$ cat config.mk
export PLATFORM = sky130hd
export DESIGN_NAME = game_reset_ctrl
export DESIGN_NICKNAME = d
export VERILOG_FILES = /design/src/rtl/juego_pkg.sv /design/src/rtl/detector_flanco.sv /design/src/rtl/game_reset_ctrl.sv
export SDC_FILE = /design/constraint.sdc
export NUM_CORES = 1
export LEC_CHECK = 0
export ABC_AREA = 1
export CAP_MARGIN = 10
export CORE_MARGIN = 3
export CORE_UTILIZATION = 25
export CTS_CLUSTER_SIZE = 24
export DETAILED_ROUTE_END_ITERATION = 7
export PLACE_DENSITY_LB_ADDON = 0.1
export SKIP_LAST_GASP = 1
export SLEW_MARGIN = 0
export SYNTH_ARGS = -nofsm -noshare
export SYNTH_HDL_FRONTEND = slang
export SYNTH_HIERARCHICAL = 1
export SYNTH_SLANG_ARGS = --single-unit
export TNS_END_PERCENT = 5
$ cat constraint.sdc
create_clock -name clk -period 5.25 [get_ports clk]
set_input_delay 1.575 -clock clk [delete_from_list [all_inputs] [get_ports clk]]
set_output_delay 1.575 -clock clk [all_outputs]
set_load 0.01 [all_outputs]
$ cat src/rtl/juego_pkg.sv
`default_nettype none
// ============================================================================
//  Package : juego_pkg
//  Shared state encoding and score-width helper for the game reset control
//  block and its sub-modules.
//  Rev 1.0 - initial release
// ============================================================================
package juego_pkg;

  localparam int ST_W = 3;

  // Controller states
  localparam logic [ST_W-1:0] JUEGO    = 3'd0;
  localparam logic [ST_W-1:0] CELEBRA  = 3'd1;
  localparam logic [ST_W-1:0] REINICIO = 3'd2;
  localparam logic [ST_W-1:0] FIN      = 3'd3;
  localparam logic [ST_W-1:0] APAGADO  = 3'd4;

  // Bits needed to hold a score in the range 0..win_rounds
  function automatic int score_w(input int win_rounds);
    return $clog2(win_rounds + 1);
  endfunction

endpackage
`default_nettype wire

$ cat src/rtl/detector_flanco.sv
`default_nettype none
// ============================================================================
//  Module : detector_flanco
//  Rising-edge detector for one win-request channel. History resets to one
//  so a request already high when reset is released does not fire.
//  Rev 1.0 - initial release
// ============================================================================
module detector_flanco (
  input  logic clk,
  input  logic rst,
  input  logic i_sig,
  output logic o_rise
);

  logic r_prev;

  // Remember last cycle's level, every cycle regardless of controller state
  always_ff @(posedge clk or posedge rst) begin
    if (rst) r_prev <= 1'b1;
    else     r_prev <= i_sig;
  end

  assign o_rise = i_sig & ~r_prev;

endmodule
`default_nettype wire

$ cat src/rtl/game_reset_ctrl.sv
`default_nettype none
// ============================================================================
//  Module : game_reset_ctrl
//  Match controller: detects player win edges, keeps per-player scores,
//  runs a celebration hold, pulses the game-counter reset between rounds
//  and latches match-over / power-off conditions.
//  Rev 1.0 - initial release
// ============================================================================
module game_reset_ctrl
  import juego_pkg::*;
#(
  parameter  int N_JUG      = 2,
  parameter  int HOLD_CYC   = 4,
  parameter  int WIN_ROUNDS = 3,
  localparam int PW         = score_w(WIN_ROUNDS),
  localparam int HW         = $clog2(HOLD_CYC + 1)
) (
  input  logic                clk,
  input  logic                resetTotal,
  input  logic [N_JUG-1:0]    Ganador,
  input  logic                Apagar,
  output logic                resetContador,
  output logic [N_JUG-1:0]    ganadorRonda,
  output logic [N_JUG*PW-1:0] puntos,
  output logic                partidaFin
);

  localparam logic [PW-1:0]    C_SCORE_ONE = PW'(1);
  localparam logic [PW-1:0]    C_WIN       = PW'(WIN_ROUNDS);
  localparam logic [HW-1:0]    C_HOLD_INIT = HW'(HOLD_CYC - 1);
  localparam logic [HW-1:0]    C_HOLD_ONE  = HW'(1);
  localparam logic [HW-1:0]    C_HOLD_ZERO = '0;
  localparam logic [N_JUG-1:0] C_SEL_ONE   = N_JUG'(1);

  logic [ST_W-1:0]     r_state;
  logic [HW-1:0]       r_hold;
  logic                r_reset_cnt;
  logic [N_JUG-1:0]    r_ganador;
  logic [N_JUG*PW-1:0] r_puntos;
  logic                r_fin;

  logic [N_JUG-1:0]    w_rise;
  logic [N_JUG-1:0]    w_sel;
  logic                w_any;
  logic [PW-1:0]       w_cur_score;
  logic [PW-1:0]       w_new_score;
  logic                w_at_max;
  logic                w_reach_win;

  // One edge detector per player channel
  generate
    for (genvar gi = 0; gi < N_JUG; gi++) begin : g_edge
      detector_flanco u_det (
        .clk    (clk),
        .rst    (resetTotal),
        .i_sig  (Ganador[gi]),
        .o_rise (w_rise[gi])
      );
    end
  endgenerate

  // Isolate the lowest set bit: lowest player index wins a tie
  assign w_sel = w_rise & (~w_rise + C_SEL_ONE);
  assign w_any = |w_rise;

  // Current score of the selected player
  always_comb begin
    w_cur_score = '0;
    for (int i = 0; i < N_JUG; i++) begin
      if (w_sel[i]) w_cur_score = r_puntos[i*PW +: PW];
    end
  end

  assign w_new_score = w_cur_score + C_SCORE_ONE;
  // A score already at the limit is never incremented (no wrap)
  assign w_at_max    = (w_cur_score == C_WIN);
  assign w_reach_win = w_at_max || (w_new_score == C_WIN);

  // Controller FSM; every output is a flop updated alongside the state
  always_ff @(posedge clk or posedge resetTotal) begin
    if (resetTotal) begin
      r_state     <= REINICIO;
      r_reset_cnt <= 1'b1;
      r_ganador   <= '0;
      r_puntos    <= '0;
      r_fin       <= 1'b0;
      r_hold      <= '0;
    end else begin
      case (r_state)
        JUEGO: begin
          if (Apagar) begin
            r_state     <= APAGADO;
            r_reset_cnt <= 1'b1;
            r_ganador   <= '0;
            r_puntos    <= '0;
            r_fin       <= 1'b0;
            r_hold      <= '0;
          end else if (w_any) begin
            r_ganador <= w_sel;
            for (int i = 0; i < N_JUG; i++) begin
              if (w_sel[i] && !w_at_max) r_puntos[i*PW +: PW] <= w_new_score;
            end
            if (w_reach_win) begin
              r_state     <= FIN;
              r_reset_cnt <= 1'b1;
              r_fin       <= 1'b1;
            end else begin
              r_state     <= CELEBRA;
              r_hold      <= C_HOLD_INIT;
              r_reset_cnt <= 1'b0;
            end
          end else begin
            r_reset_cnt <= 1'b0;
          end
        end

        CELEBRA: begin
          if (Apagar) begin
            r_state     <= APAGADO;
            r_reset_cnt <= 1'b1;
            r_ganador   <= '0;
            r_puntos    <= '0;
            r_fin       <= 1'b0;
            r_hold      <= '0;
          end else if (r_hold == C_HOLD_ZERO) begin
            r_state     <= REINICIO;
            r_reset_cnt <= 1'b1;
          end else begin
            r_hold <= r_hold - C_HOLD_ONE;
          end
        end

        REINICIO: begin
          r_state     <= JUEGO;
          r_reset_cnt <= 1'b0;
          r_ganador   <= '0;
        end

        FIN: begin
          if (Apagar) begin
            r_state     <= APAGADO;
            r_reset_cnt <= 1'b1;
            r_ganador   <= '0;
            r_puntos    <= '0;
            r_fin       <= 1'b0;
            r_hold      <= '0;
          end else begin
            r_reset_cnt <= 1'b1;
            r_fin       <= 1'b1;
          end
        end

        APAGADO: begin
          r_reset_cnt <= 1'b1;
          if (!Apagar) r_state <= REINICIO;
        end

        default: begin
          r_state     <= REINICIO;
          r_reset_cnt <= 1'b1;
          r_ganador   <= '0;
        end
      endcase
    end
  end

  assign resetContador = r_reset_cnt;
  assign ganadorRonda  = r_ganador;
  assign puntos        = r_puntos;
  assign partidaFin    = r_fin;

endmodule
`default_nettype wire

==> impl_metrics.toml, run 1 <==
[cts]
clockBufferDepth = 2
clk_latency_ns = 0.26
ctsResizeCount = 0
cts_setup_buffers = 0
cts_tree = "yes"
ctsHoldBuffers = 0
cts_buffers = 3
cts_root_buffer = "clkbuf_8"
path_clk_slew_ns = 0.07
cts.sink_count = 16
cts_max_level = 1

[synthesis]
yosysUniqueCellTypes = 22
yosysWarningCount = 6
yosysTopAreaCell = "dfrtp_1"
synth_cells = 137
syn-num-nets = 146
synth_seq_cells = 16
syn_avg_cell_area_um2 = 7.49
yosysTopAreaCellShare = 0.293
ys_seq_area_frac = 0.395
netlist_top_cells_area = "dfrtp_1, nand2_1, dfstp_2, inv_1, nand3_1"
syn_area_um2 = 1030

[floorplanning]
core-area_um2 = 3800
start_util = 0.270
row_count = 22
fp.dieW_um = 70.1
die_area_um2 = 4910
die_h_um = 70.1
ios = 13

[detailed_routing]
post_drt_via_cell_ratio = 4.23
vias = 846
postRouteAntennaNets = 0
drt-total-wl_um = 2110
drt-initial-drc-count = 44
drcViolationCount = 0
drt_first_pass_iters = 4
post_drt_wl_per_cell_um = 10.5

[power_and_ir_drop]
leakage_nw = 0.636
p_sw_mw = 0.267
vdd_drop_max_uv = 177
power.share.clock = 0.157
p_comb_frac = 0.498
p_seq_frac = 0.346
sw_frac_of_total = 0.428
p_per_area_nw_per_um2 = 502
p_int_mw = 0.356
p_total_mw = 0.623

[cells_and_area]
final_nets = 162
layout-drive-gt1-share = 0.204
fillers = 411
antenna_cells = 0
synthToLayoutAreaGrowth_pct = 20.9
fin_util = 0.326
final_cells = 200
final_cell_mix = "nand2_1, inv_1, nand3_1"
final_common_cell = "nand2_1"

[timing]
fmax_ghz = 0.300
fin_skew_ns = 0.0107
post-route-min-period_ns = 3.33
maxSlewViolCount = 0
rsz0062_at_grt = "no"
post-route-period-util = 0.634
tns_ns = 0
finalSetupViolations = 0
slew_headroom = 0.628
layout_setup_ws_ns = 1.92
hold_violations = 0
tightest_slew_ns = 0.557

[placement]
routabilityCongestion = 0.770
portBuffers = 12
placed_cells = 196
dp_hpwl_um = 1690
dpl_worst_slack_ns = 1.60

[grt]
grt_overflow = 0
grt_usage = 0.0973
grt_max_degree = 15
grt_pass1_vias = 804
antenna_found_initial = 0
grt_pass1_wl_um = 3770

[worst_hold_path]
worstHoldStart = "resetContador$_DFFE_PP1P_"
hp-class = "reg2reg"

[worst_setup_path]
critical_path_required_ns = 5.40
path_class = "in2reg"
critPathCaptureType = "flop"
worstPathArrival_ns = 3.48
path_max_fanout = 4
cp-start-kind = "input port"
reg2reg_from = "g_edge[0].u_det/r_prev$_DFF_PP1_"
startpoint = "Ganador[1]"

[status]
status = "finished clean"

[run]
cap_violations = 0
==> cell type report <==
| type | count | area (um2) | area share |
|---|---|---|---|
| Inverter | 23 | 88.8 | 0.0716 |
| Timing Repair Buffer | 12 | 120 | 0.0969 |
| Clock buffer | 4 | 45.0 | 0.0363 |
| Multi-Input combinational cell | 97 | 520 | 0.420 |
| Tap cell | 48 | 60.1 | 0.0484 |
| Sequential cell | 16 | 405 | 0.327 |
==> per-layer routing <==
metal	up-vias	global-route usage	share of wire
met2	11	0.145	0.43
met5	-	0	0
li1	458	-	-
met1	373	0.130	0.52
met3	4	0.0302	0.036
met4	0	0.0383	0.016
==> final timing paths <==
path                                                     to  slack, ns  depth (start not counted)
max                                   r_hold[2]$_DFFE_PP0P_       1.92                         15
max reg2reg                           r_hold[2]$_DFFE_PP0P_       3.28                         14
min in group asynchronous  g_edge[1].u_det/r_prev$_DFF_PP1_       1.68                          2
min reg2reg                       resetContador$_DFFE_PP1P_       0.47                          2
max in group asynchronous            r_state[1]$_DFFE_PP1P_       3.15                          2
min                               resetContador$_DFFE_PP1P_       0.47                          2
==> critical path, stage by stage <==
cell             delay, ns
clkdlybuf4s50_1       0.47
inv_1                 0.05
nor2_2                0.14
nand2_1               0.09
o21ai_0               0.29
inv_1                 0.08
ha_1                  0.22
inv_1                 0.05
nand2_1               0.04
nand3_1               0.09
nand2_2               0.08
nor2_4                0.14
nand2_4               0.06
nand2_1               0.05
nand2_1               0.05
==> cells in the mapped netlist <==
library cell / n
a21oi_1: 1
a21oi_2: 2
buf_6: 1
dfrtp_1: 12
dfstp_2: 4
ha_1: 4
inv_1: 18
inv_2: 4
inv_4: 1
nand2_1: 39
nand2_2: 5
nand2_4: 2
nand3_1: 13
nand3_2: 1
nand3b_1: 1
nand4_1: 1
nor2_1: 9
nor2_2: 5
nor2_4: 3
nor3_2: 1
o21ai_0: 7
o21ai_1: 3
==> state kept, by name, indices dropped and copies added (netlist names) <==
name and flops:
partidaFin 1, r_hold 3, g_edge.u_det/r_prev 2, resetContador 1, r_state 3, ganadorRonda 2, puntos 4
==> stage by stage <==
step | area (um2) | hold WS, ns
2_1_floorplan | 1030 | 0.441
3_3_place_gp | 1190 | 0.455
3_5_place_dp | 1190 | 0.458
4_1_cts | 1240 | 0.469
5_1_grt | 1240 | 0.506
6_report | 1240 | 0.466
==> logic make-up (layout without fill, tap and decap cells) <==
group	count (synthesis)	count (layout)	synth area share
fa+ha+maj	4	4	0.0488
flops	16	16	0.395
buf+inv	24	39	0.0976
simple gates	80	80	0.388
compound gates	13	13	0.0707
==> power groups by stage <==
stage | Combinational, mW | Sequential (mW) | Clock, mW
finish | 0.310 | 0.215 | 0.0975
global route | 0.353 | 0.223 | 0.107
CTS | 0.316 | 0.215 | 0.103
detailed placement | 0.315 | 0.216 | 0
global placement | 0.315 | 0.216 | 0
floorplan | 0.226 | 0.214 | 0
Power figures use the tool's default switching activity.
==> inputs of run 2 (changes only) <==
Clock period 5.25 ns to 3.4 ns, I/O delays scaled along.
==> impl_metrics.toml, run 2 (same netlist as run 1, synthesis figures left out) <==
[status]
status = "finished clean"

[run]
cap_violations = 0

[floorplanning]
die_area_um2 = 4910
fp.dieW_um = 70.1
core-area_um2 = 3800
row_count = 22
die_h_um = 70.1
ios = 13
start_util = 0.270

[cts]
ctsHoldBuffers = 0
cts_max_level = 1
cts.sink_count = 16
clockBufferDepth = 2
cts_buffers = 3
clk_latency_ns = 0.25
path_clk_slew_ns = 0.07
ctsResizeCount = 0
cts_root_buffer = "clkbuf_8"
cts_tree = "yes"
cts_setup_buffers = 0

[timing]
post-route-period-util = 0.818
maxSlewViolCount = 0
tns_ns = 0
fmax_ghz = 0.359
slew_headroom = 0.624
rsz0062_at_grt = "no"
finalSetupViolations = 0
tightest_slew_ns = 0.563
layout_setup_ws_ns = 0.618
hold_violations = 0
fin_skew_ns = 0.00159
post-route-min-period_ns = 2.78
whs_ns = 0.472

[placement]
dp_hpwl_um = 1730
post_dp_cell_area_um2 = 1190
routabilityCongestion = 0.795
portBuffers = 12
dpl_worst_slack_ns = 0.337
placed_cells = 196

[cells_and_area]
final_cells = 200
final_common_cell = "nand2_1"
final_nets = 162
multi_input_area_um2 = 520
antenna_cells = 0
layout-drive-gt1-share = 0.211
final_cell_mix = "nand2_1, inv_1, nand3_1"
fin_area_um2 = 1250
fillers = 418
seq_area_um2 = 405
largest_reg_flops = 4
synthToLayoutAreaGrowth_pct = 21.8

[worst_setup_path]
path_max_fanout = 4
rr_worst_depth = 14
path_cells = "clkdlybuf4s50_1, inv_1, nor2_2, nand2_1, o21ai_0, inv_1, ha_1, inv_1, nand2_1, nand3_1, nand2_2, nor2_4, nand2_4, nand2_1, nand2_1"
cp_num_buf_inv = 4
crit_slowest_cell = "clkdlybuf4s50_1"
worstPathArrival_ns = 2.93
crit_top_cell = "nand2_1"
reg2reg_slack_ns = 1.42
path_class = "in2reg"
critPathMaxStageDelay_ns = 0.48
crit_cells = 15
critPathTopFamily = "simple AND/OR/NAND/NOR gates"
critical_path_required_ns = 3.55
critPathCaptureType = "flop"
cp-start-kind = "input port"

[grt]
grt_usage = 0.103
grt_overflow = 0
grt_pass1_vias = 907
grt_pass1_wl_um = 4100
antenna_found_initial = 0
grt_max_degree = 15

[worst_hold_path]
hp-class = "reg2reg"
hold_depth = 2

[detailed_routing]
post_drt_via_cell_ratio = 4.25
vias = 850
post_drt_wl_per_cell_um = 10.7
drt_first_pass_iters = 4
drt-initial-drc-count = 53
drcViolationCount = 0
drt-total-wl_um = 2140
postRouteAntennaNets = 0

[power_and_ir_drop]
leakage_nw = 0.642
p_per_area_nw_per_um2 = 794
vdd_drop_max_uv = 230
run 2: cell counts in the layout (fill, tap and decap cells not counted):
Identical to the previous run, type by type.
run 2: worst register-to-register path: cells and delay by family (launching register included):
| family | cells | cell delay (ns) |
|---|---|---|
| buffers and inverters | 3 | 0.21 |
| DFF | 1 | 0.52 |
| AOI/OAI and AO/OA | 1 | 0.29 |
| and+or+nand+nor | 9 | 0.64 |
| adders and majority gates | 1 | 0.22 |
run 2: stage by stage:
step | power, mW | util
finish | 0.993 | 0.329
global route | 1.10 | 0.329
CTS | 1.01 | 0.329
global placement | 0.827 | 0.315
detailed placement | 0.827 | 0.315
floorplan | 0.679 | -
run 2: power by group:
part | total, mW | switching, mW | internal, mW
combinational | 0.484 | 0.283 | 0.201
sequential | 0.332 | 0.0660 | 0.266
clock | 0.177 | 0.0737 | 0.103
run 2: layout make-up:
class / instances / share of cell area
multi-input combinational: 97 / 0.416
sequential: 16 / 0.324
timing repair buffer: 12 / 0.0961
inverter: 23 / 0.0711
tap: 48 / 0.0480
clock buffer: 4 / 0.0440
run 2: path summary, 6_finish.rpt:
kind | from | endpoint
max in group asynchronous | resetTotal | r_state[1]$_DFFE_PP1P_
worst max-delay path | Ganador[1] | r_hold[1]$_DFFE_PP0P_
worst min register to register | resetContador$_DFFE_PP1P_ | resetContador$_DFFE_PP1P_
worst min-delay path | resetContador$_DFFE_PP1P_ | resetContador$_DFFE_PP1P_
min in group asynchronous | resetTotal | g_edge[0].u_det/r_prev$_DFF_PP1_
worst max register to register | g_edge[0].u_det/r_prev$_DFF_PP1_ | r_hold[1]$_DFFE_PP0P_
run 2: per-layer routing:
metal	GRT usage	vias to the layer above	wire, um
met1	0.143	384	1110
met2	0.161	7	939
li1	-	455	-
met5	0	-	0
met3	0.0129	4	46
met4	0.0447	0	43
==> inputs of run 3 (changes only) <==
Clock period 3.4 ns to 2.5 ns, I/O delays scaled along.
==> impl_metrics.toml, run 3 (same netlist as run 1, synthesis figures left out) <==
[status]
status = "finished clean"

[worst_hold_path]
worstHoldStart = "resetContador$_DFFE_PP1P_"
hp-class = "reg2reg"
hold_depth = 2
whs_endpoint = "resetContador$_DFFE_PP1P_"

[worst_setup_path]
worstPathArrival_ns = 2.49
reg2reg_from = "g_edge[0].u_det/r_prev$_DFF_PP1_"
critPathCaptureType = "flop"
rr_worst_depth = 14
timing.rr.end = "r_hold[2]$_DFFE_PP0P_"
reg2reg_slack_ns = 0.67
cp-start-kind = "input port"
path_max_fanout = 4
critical_path_required_ns = 2.65
path_class = "in2reg"

[timing]
fmax_ghz = 0.427
post-route-min-period_ns = 2.34
post-route-period-util = 0.936
fin_skew_ns = 0.00520
tns_ns = 0
finalSetupViolations = 0
maxSlewViolCount = 0
tightest_slew_ns = 0.563
hold_violations = 0
slew_headroom = 0.624

[power_and_ir_drop]
leakage_nw = 0.685
sw_frac_of_total = 0.422
power.share.clock = 0.177
p_comb_frac = 0.498
p_int_mw = 0.796
vdd_drop_max_uv = 324
p_per_area_nw_per_um2 = 1020
p_sw_mw = 0.582
p_seq_frac = 0.326
p_total_mw = 1.38

[cells_and_area]
layout-drive-gt1-share = 0.286
largest_reg_flops = 4
final_common_cell = "nand2_1"
final_cells = 209
final_cell_mix = "nand2_1, inv_1, nand3_1, dfrtp_1, clkdlybuf4s50_1"
fillers = 415
antenna_cells = 0
synthToLayoutAreaGrowth_pct = 31.2
final_nets = 171

[floorplanning]
row_count = 22
start_util = 0.270
die_area_um2 = 4910
die_h_um = 70.1
fp.dieW_um = 70.1
core-area_um2 = 3800
ios = 13

[grt]
grt_max_degree = 15
antenna_found_initial = 0
grt_pass1_vias = 901
grt_usage = 0.101
grt_pass1_wl_um = 3950
grt_overflow = 0

[detailed_routing]
drt-initial-drc-count = 36
postRouteAntennaNets = 0
drt_first_pass_iters = 4
drcViolationCount = 0
post_drt_via_cell_ratio = 4.29
drt-total-wl_um = 2180
vias = 896
post_drt_wl_per_cell_um = 10.4

[cts]
path_clk_slew_ns = 0.07
clockBufferDepth = 2
cts_tree = "yes"
cts_max_level = 1
cts_buffers = 3
clk_latency_ns = 0.25
ctsHoldBuffers = 0
cts_root_buffer = "clkbuf_8"
cts.sink_count = 16

[placement]
placed_cells = 204
dp_hpwl_um = 1760
routabilityCongestion = 0.773
portBuffers = 12

[run]
cap_violations = 0
## run 3: how the worst max path moves through the flow
stage                from                    end  slack [ns]  cells past startpoint
2_1_floorplan  Ganador[1]  r_hold[0]$_DFFE_PP0P_        0.39                     14
3_3_place_gp   Ganador[0]  puntos[3]$_DFFE_PP0P_       -0.18                     13
3_5_place_dp   Ganador[1]  r_hold[2]$_DFFE_PP0P_       -0.25                     15
4_1_cts        Ganador[1]  r_hold[2]$_DFFE_PP0P_        0.02                     15
5_1_grt        Ganador[1]  r_hold[2]$_DFFE_PP0P_       -0.01                     15
6_report       Ganador[1]  r_hold[2]$_DFFE_PP0P_        0.16                     15
## run 3: layout make-up
cell class | instances | area [um2] | area share
inverters | 23 | 88.8 | 0.0660
multi-input cells | 97 | 549 | 0.408
clock buffers | 4 | 55.1 | 0.0409
flip-flops and latches | 16 | 405 | 0.301
well taps | 48 | 60.1 | 0.0446
repair buffers | 21 | 188 | 0.139
## run 3: what timing repair did
item                                    4_1_cts  5_1_grt
resized for setup                             0        8
endpoints found under the setup margin        0       11
buffers inserted                              0        1
## run 3: critical path: stages
cell and delay (ns):
clkdlybuf4s50_1 0.47, inv_1 0.05, nor2_2 0.13, nand2_2 0.10, o21ai_4 0.18, inv_1 0.06, ha_2 0.18, inv_1 0.05
nand2_1 0.05, nand3_2 0.07, nand2_2 0.07, nor2_4 0.17, nand2_4 0.06, nand2_1 0.05, nand2_1 0.05
## run 3: power groups by stage
stage / sequential, mW / combinational (mW) / clock, mW
finish: 0.449 / 0.686 / 0.243
global placement: 0.454 / 0.685 / 0
floorplan: 0.449 / 0.474 / 0
detailed placement: 0.454 / 0.686 / 0
CTS: 0.451 / 0.686 / 0.254
global route: 0.465 / 0.794 / 0.267
## run 3: per-layer routing
metal	up-vias	GRT usage	routed length, um
met3	2	0.0173	65
met1	406	0.140	1130
met4	0	0.0426	24
met5	-	0	0
met2	12	0.152	966
li1	476	-	-
## run 3: per-stage QoR
step / instance area (um2) / utilization / setup slack (ns) / hold slack (ns)
finish: 1350 / 0.354 / 0.159 / 0.466
global route: 1350 / 0.354 / -0.0136 / 0.504
CTS: 1310 / 0.345 / 0.0190 / 0.473
detailed placement: 1250 / 0.330 / -0.247 / 0.462
global placement: 1250 / 0.330 / -0.178 / 0.456
floorplan: 1030 / - / 0.393 / 0.441
